[src/rtl/binary2bcd_seq_ctrl.sv]
// binary2bcd_seq_ctrl: sequential double-dabble binary-to-BCD converter with a start/done handshake.
// Define BIN2BCD_BLANK_EN to add the registered leading-zero blank_mask output.
module binary2bcd_seq_ctrl #(
  parameter int N_BITS   = 8,
  parameter int N_DIGITS = 3
) (
  input  logic                    clk,
  input  logic                    rst_n,
  input  logic                    start,
  input  logic [N_BITS-1:0]       in_binary,
  output logic                    busy,
  output logic                    done,
  output logic [4*N_DIGITS-1:0]   packed_bcd,
  output logic [8*N_DIGITS-1:0]   unpacked_bcd
`ifdef BIN2BCD_BLANK_EN
  ,
  output logic [N_DIGITS-1:0]     blank_mask
`endif
);
  localparam int W  = 4*N_DIGITS + N_BITS;
  localparam int CW = $clog2(N_BITS + 1);
  typedef enum logic [1:0] {IDLE, SHIFT, DONE} state_t;
  state_t                r_state, w_next;
  logic [W-1:0]          r_scratch, w_adj, w_shifted;
  logic [CW-1:0]         r_cnt;
  logic [4*N_DIGITS-1:0] w_digits;
  logic [8*N_DIGITS-1:0] w_unpacked;
  logic                  w_last;
  // Every digit field is corrected before the shift, not just the lowest one.
  for (genvar d = 0; d < N_DIGITS; d++) begin : g_dig
    assign w_adj[N_BITS+4*d +: 4] = (r_scratch[N_BITS+4*d +: 4] >= 4'd5) ?
                                    r_scratch[N_BITS+4*d +: 4] + 4'd3 :
                                    r_scratch[N_BITS+4*d +: 4];
    assign w_unpacked[8*d +: 8] = {4'd0, w_digits[4*d +: 4]};
  end
  assign w_adj[N_BITS-1:0] = r_scratch[N_BITS-1:0];
  assign w_shifted         = w_adj << 1;
  assign w_digits          = w_shifted[W-1:N_BITS];
  assign w_last            = (r_cnt == CW'(1));
  always_ff @(posedge clk)
    if (!rst_n) r_state <= IDLE;
    else        r_state <= w_next;
  always_comb begin
    w_next = r_state;
    if (r_state == IDLE && start)        w_next = SHIFT;
    else if (r_state == SHIFT && w_last) w_next = DONE;
    else if (r_state == DONE)            w_next = IDLE;
  end
  always_comb begin
    busy = (r_state != IDLE);
    done = (r_state == DONE);
  end
  always_ff @(posedge clk) begin
    if (!rst_n) begin
      r_scratch    <= '0;
      r_cnt        <= '0;
      packed_bcd   <= '0;
      unpacked_bcd <= '0;
    end else if (r_state == IDLE && start) begin
      r_scratch <= {{(4*N_DIGITS){1'b0}}, in_binary};
      r_cnt     <= CW'(N_BITS);
    end else if (r_state == SHIFT) begin
      r_scratch <= w_shifted;
      r_cnt     <= r_cnt - CW'(1);
      if (w_last) begin
        packed_bcd   <= w_digits;
        unpacked_bcd <= w_unpacked;
      end
    end
  end
`ifdef BIN2BCD_BLANK_EN
  logic [N_DIGITS-1:0] w_blank;
  // Digit k is blank when it and every higher digit are zero; units never blank.
  for (genvar k = 0; k < N_DIGITS; k++) begin : g_blank
    if (k == 0) begin : g_units
      assign w_blank[k] = 1'b0;
    end else begin : g_upper
      assign w_blank[k] = ~|w_digits[4*N_DIGITS-1:4*k];
    end
  end
  always_ff @(posedge clk)
    if (!rst_n)                         blank_mask <= '0;
    else if (r_state == SHIFT && w_last) blank_mask <= w_blank;
`endif
endmodule

[config.mk]
export PLATFORM = sky130hd
export DESIGN_NAME = binary2bcd_seq_ctrl
export DESIGN_NICKNAME = d
export VERILOG_FILES = /design/src/rtl/binary2bcd_seq_ctrl.sv
export SDC_FILE = /design/constraint.sdc
export NUM_CORES = 1
export LEC_CHECK = 0
export ABC_AREA = 1
export BUFFER_PORTS_ARGS = -buffer_cell sky130_fd_sc_hd__buf_2
export CAP_MARGIN = 20
export CORE_UTILIZATION = 25
export DETAILED_ROUTE_END_ITERATION = 6
export GPL_TIMING_DRIVEN = 0
export MAX_ROUTING_LAYER = met4
export SYNTH_ARGS = -nofsm -noshare
export SYNTH_HDL_FRONTEND = slang
export SYNTH_SLANG_ARGS = --single-unit
export TNS_END_PERCENT = 10
[constraint.sdc]
create_clock -name clk -period 1.1 [get_ports clk]
set_input_delay 0.055 -clock clk [delete_from_list [all_inputs] [get_ports clk]]
set_output_delay 0.055 -clock clk [all_outputs]
set_load 0.01 [all_outputs]
Word-level counts from Yosys, hierarchy flattened
Cells that the tools add are included.
{ "word_totals": {"reg_bits": 38, "in_bits": 11, "output_inout_bits": 38, "wordCells": 38} }
{ "op_classes": {"n_addsub": 4, "magnitude_cmp": 3, "eq_ne": 3, "mux": 10, "n_bitwise": 2, "n_reduce_logical": 9} }
{ "op_table": {"columns": ["op", "n"], "rows": [
  ["2-to-1 mux 4 bit", 4],
  ["2-to-1 mux 8 bit", 2],
  [">= comparator 4 x 3 -> 1 bit (second input constant)", 3],
  ["adder 4 x 2 -> 4 bit (second input constant)", 2],
  ["nonzero test 2 bit", 3],
  ["== test 4 x 1 -> 1 bit (second input constant)", 1],
  ["2-to-1 mux 2 bit", 2],
  ["subtractor 4 x 1 -> 4 bit (second input constant)", 1],
  ["adder 3 x 2 -> 3 bit (second input constant)", 1],
  ["2-to-1 mux 3 bit", 1],
  ["AND reduction 3 bit", 1],
  ["nonzero test 3 bit", 1],
  ["== test 2 x 1 -> 1 bit (second input constant)", 1],
  ["== test 2 bit (second input constant)", 1],
  ["logical AND 1 bit", 2],
  ["zero test 2 bit", 1],
  ["inverter 1 bit", 2],
  ["OR reduction 2 bit", 1],
  ["2-to-1 mux 1 bit", 1]
]} }

Longest topological paths before layout
{ "depth": {"ltp_word": 4, "ltp_mapped": 10, "ltp_nobuf": 10} }

Least setup slack after synthesis
Ideal clock, no wire load.
{ "synth_timing": {"path_kind": "reg2reg", "start": "reg r_scratch[8]", "end": "reg r_scratch[9]", "setup_time_ns": 0.109, "arrival_time_ns": 1.081, "required_ns": 0.991, "setup_slack_ns": -0.090, "path_stages_with_launch": 11, "path_buffers": 0, "synth_period_minus_slack_ns": 1.190, "path_cell_list": "dfxtp_1 > inv_1 > ha_1 > inv_1 > nand2_1 > nand3_1 > nand2_1 > nand2_1 > nand2_1 > nand2_1 > inv_1"} }
{ "synth_between": {"elab_chain_len": 2, "word_cells_on_any_way": 3, "classes_between": "add/sub: 1; order compare: 1; mux: 1"} }
{ "synth_lines": {"columns": ["element", "line_no", "rtl"], "rows": [
  ["from (decl)", "24", "logic [W-1:0] r_scratch, w_adj, w_shifted;"],
  ["from (signal assigned)", "60", "r_scratch <= {{(4*N_DIGITS){1'b0}}, in_binary};"],
  ["from (signal assigned)", "63", "r_scratch <= w_shifted;"],
  ["adder 4 x 2 -> 4 bit / >= comparator 4 x 3 -> 1 bit (equally long branches)", "32, 31", null],
  ["2-to-1 mux 4 bit (*)", "31", "assign w_adj[N_BITS+4*d +: 4] = (r_scratch[N_BITS+4*d +: 4] >= 4'd5) ?"]
]} }
Every way passes the cells marked *; elsewhere a longest branch is shown, timed or not.
A chain may end at the register's enable or synchronous reset.

Worst setup path in the final report
{ "layout_timing": {"start": "reg r_scratch[12]", "end": "reg r_scratch[16]"} }
The elaborated chain is that of the path after synthesis.

==> results.sh <==
export IMPL_dpl_cell_count=454
export IMPL_grt_start_max_net_pins=11
export IMPL_synth_cell_types=20
export IMPL_slew_violations=0
export IMPL_cp_arrival_ns=1.36
export IMPL_ys_warn_count=0
export IMPL_reg2regPathDepth=9
export IMPL_antenna_found_initial=0
export IMPL_outcome="complete, but fails checks"
export IMPL_finalCriticalPeriod_ns=1.17
export IMPL_endpoint="r_scratch[16]"
export IMPL_globalplace_congestion=0.788
export IMPL_path_class="reg2reg"
export IMPL_drv_cap=0
export IMPL_grt_pass1_vias=1773
export IMPL_viasPerCell=4.24
export IMPL_rows=32
export IMPL_cts_root_buf="clkbuf_8"
export IMPL_syn_area_per_cell_um2=6.72
export IMPL_fillers=829
export IMPL_yosysTopAreaCell="dfxtp_1"
export IMPL_worstHoldStart="in_binary[0]"
export IMPL_drtIter0Drc=78
export IMPL_antennaDiodeCount=0
export IMPL_cts_sinks=38
export IMPL_worst_slack_ns=-0.0746
export IMPL_die_area_um2=8560
export IMPL_cts_made_buffers=5
export IMPL_rr_endpoint="r_scratch[16]"
export IMPL_crit_start="r_scratch[12]"
export IMPL_clock_skew_ns=0.00938
export IMPL_wl_mm=5.10
export IMPL_grt_pass1_wl_mm=7.88
export IMPL_coreArea_um2=7810
export IMPL_synthCells=305
export IMPL_p_per_area_nw_per_um2=1180
export IMPL_synth_area_leaders="dfxtp_1, nand2_1, buf_4, inv_1, a21oi_1"
export IMPL_worst_pin_slew_ns=0.515
export IMPL_fin_cells=472
export IMPL_r2r_start="r_scratch[12]"
export IMPL_start_util=0.262
export IMPL_design_area_um2=2850
export IMPL_rsz0062_at_grt="true"
export IMPL_worstPathMaxFanout=4
export IMPL_dp_slack_ns=-0.222
export IMPL_cp_end_kind="flop"
export IMPL_io_pins=49
export IMPL_ant_nets=0
export IMPL_port_buffers=36
export IMPL_synth_edf_count=0
export IMPL_cts_tree="built"
export IMPL_clk_latency_ns=0.29
export IMPL_vdd_drop_max_mv=0.476
export IMPL_route_detailed_drc=0
export IMPL_setup_viol_count_final=16
export IMPL_slew_headroom=0.656
export IMPL_track_usage=0.120
export IMPL_yosysMostFrequentCell="nand2_1"
export IMPL_cp_start_kind="flop"
export IMPL_fmax_mhz=851
export IMPL_hold_viol_final=0
export IMPL_power_leakage_nw=1.48
export IMPL_clk_pin_slew_ns=0.08
export IMPL_synth_top_cells_by_count="nand2_1, inv_1, dfxtp_1"
export IMPL_dieHeight_um=92.5
export IMPL_netlist_area_um2=2050
export IMPL_placed_cell_area_um2=2420
export IMPL_area_growth_pct=39.2
export IMPL_ys_ff_latch=38
export IMPL_seq_area_frac_synth=0.371
export IMPL_violations="setup timing"
export IMPL_tns_ns=-0.616
export IMPL_grt_ovfl_total=0
export IMPL_die_w_um=92.5
export IMPL_async_reset_ff_frac=0
export IMPL_netlist_area_leader_share=0.371
export IMPL_clk_path_buf_depth=2
export IMPL_reg2reg_setup_slack_ns=-0.07
export IMPL_fin_crit_sh=1.07
export IMPL_hold_path_class="in2reg"
export IMPL_worstPathRequired_ns=1.29
export IMPL_nets=389
export IMPL_route_vias_total=2001
export IMPL_dp_hpwl_mm=3.36
export IMPL_routedWlPerCell_um=10.8
export IMPL_drive_gt1_frac=0.416
export IMPL_ys_flop_type="dfxtp_1"
export IMPL_drt_first_pass_iters=4
export IMPL_power_total_mw=3.36
export IMPL_cts_htree_levels=2
power by group:
part,leakage [nW],internal (mW),switching [mW]
sequential,0.315,1.47,0.0874
combinational,1.12,0.373,0.517
clock,0.0383,0.437,0.471
total,1.48,2.28,1.08
cell families (layout without fill, tap and decap cells):
family	after synthesis	count (layout)	share of synthesized area
AO/OA/AOI/OAI	43	43	0.110
AND/OR/NAND/NOR	135	135	0.270
flip-flops	38	38	0.371
other	1	12	0.00183
buffers and inverters	80	134	0.198
adder cells (fa/ha/maj)	8	8	0.0489
critical path: stages, from the launching register on:
cell and delay (ns):
dfxtp_2 0.34, inv_2 0.10, ha_4 0.16, inv_4 0.04
nand2_4 0.08, nand2_1 0.08, nand3_2 0.10, nand3_1 0.07
nand2_1 0.07, inv_1 0.04
what timing repair did:
item	4_1_cts	5_1_grt
hold buffers	0	0
setup endpoints to repair	36	38
pin swaps	5	17
buffers inserted	8	3
resized for setup	33	58
worst min-delay path by stage:
stage | cells past startpoint | to
after floorplan | 2 | r_scratch[0]
after global placement | 3 | r_scratch[4]
after detailed placement | 3 | r_scratch[0]
after CTS | 3 | r_scratch[0]
after global routing | 3 | r_scratch[0]
final | 3 | r_scratch[0]
layout by cell type, fill, tap and decap left out:
cell,instances
dfxtp_4,2
nand2_4,5
clkbuf_1,2
buf_2,39
buf_6,2
ha_4,6
o21ai_0,5
ha_1,1
o21ai_1,2
buf_1,1
nand3_1,7
inv_4,6
nand3_2,4
o21ai_4,1
o21ai_2,2
dfxtp_2,8
inv_2,9
conb_1,12
nand4_1,7
a21oi_1,23
nor2_4,1
nor2_1,21
dfxtp_1,28
buf_4,35
a31oi_1,7
nand2_2,18
nor2_2,4
nand2_1,66
o22ai_1,1
inv_1,33
ha_2,1
clkbuf_8,5
a21oi_2,2
nand3_4,2
buf_8,2
state kept, by name, indices dropped and copies added (netlist names):
register and count:
packed_bcd 12, r_scratch 20, r_state 2, r_cnt 4
metrics by stage:
step                      hold slack (ns)  utilization
final                              0.0113        0.365
after CTS                          0.0136        0.339
after global placement              0.318        0.310
after detailed placement            0.321        0.310
after global routing               0.0139        0.365
after floorplan                     0.200            -
cell type report:
cell class | instances | area (um2) | area share
multi-input combinational | 198 | 1160 | 0.407
sequential | 38 | 778 | 0.273
timing repair buffer | 47 | 267 | 0.0935
buffer | 32 | 248 | 0.0869
inverter | 48 | 195 | 0.0685
tap | 102 | 128 | 0.0448
clock buffer | 7 | 76.3 | 0.0268
per-layer routing:
layer / GRT usage / vias to the layer above / routed length [um]
met3: 0.0271 / 7 / 234
met1: 0.138 / 905 / 2250
met2: 0.199 / 43 / 2540
met5: - / - / 0
met4: 0.0508 / 0 / 72
li1: - / 1046 / -
Note: power is estimated with default switching activity, not from simulation.
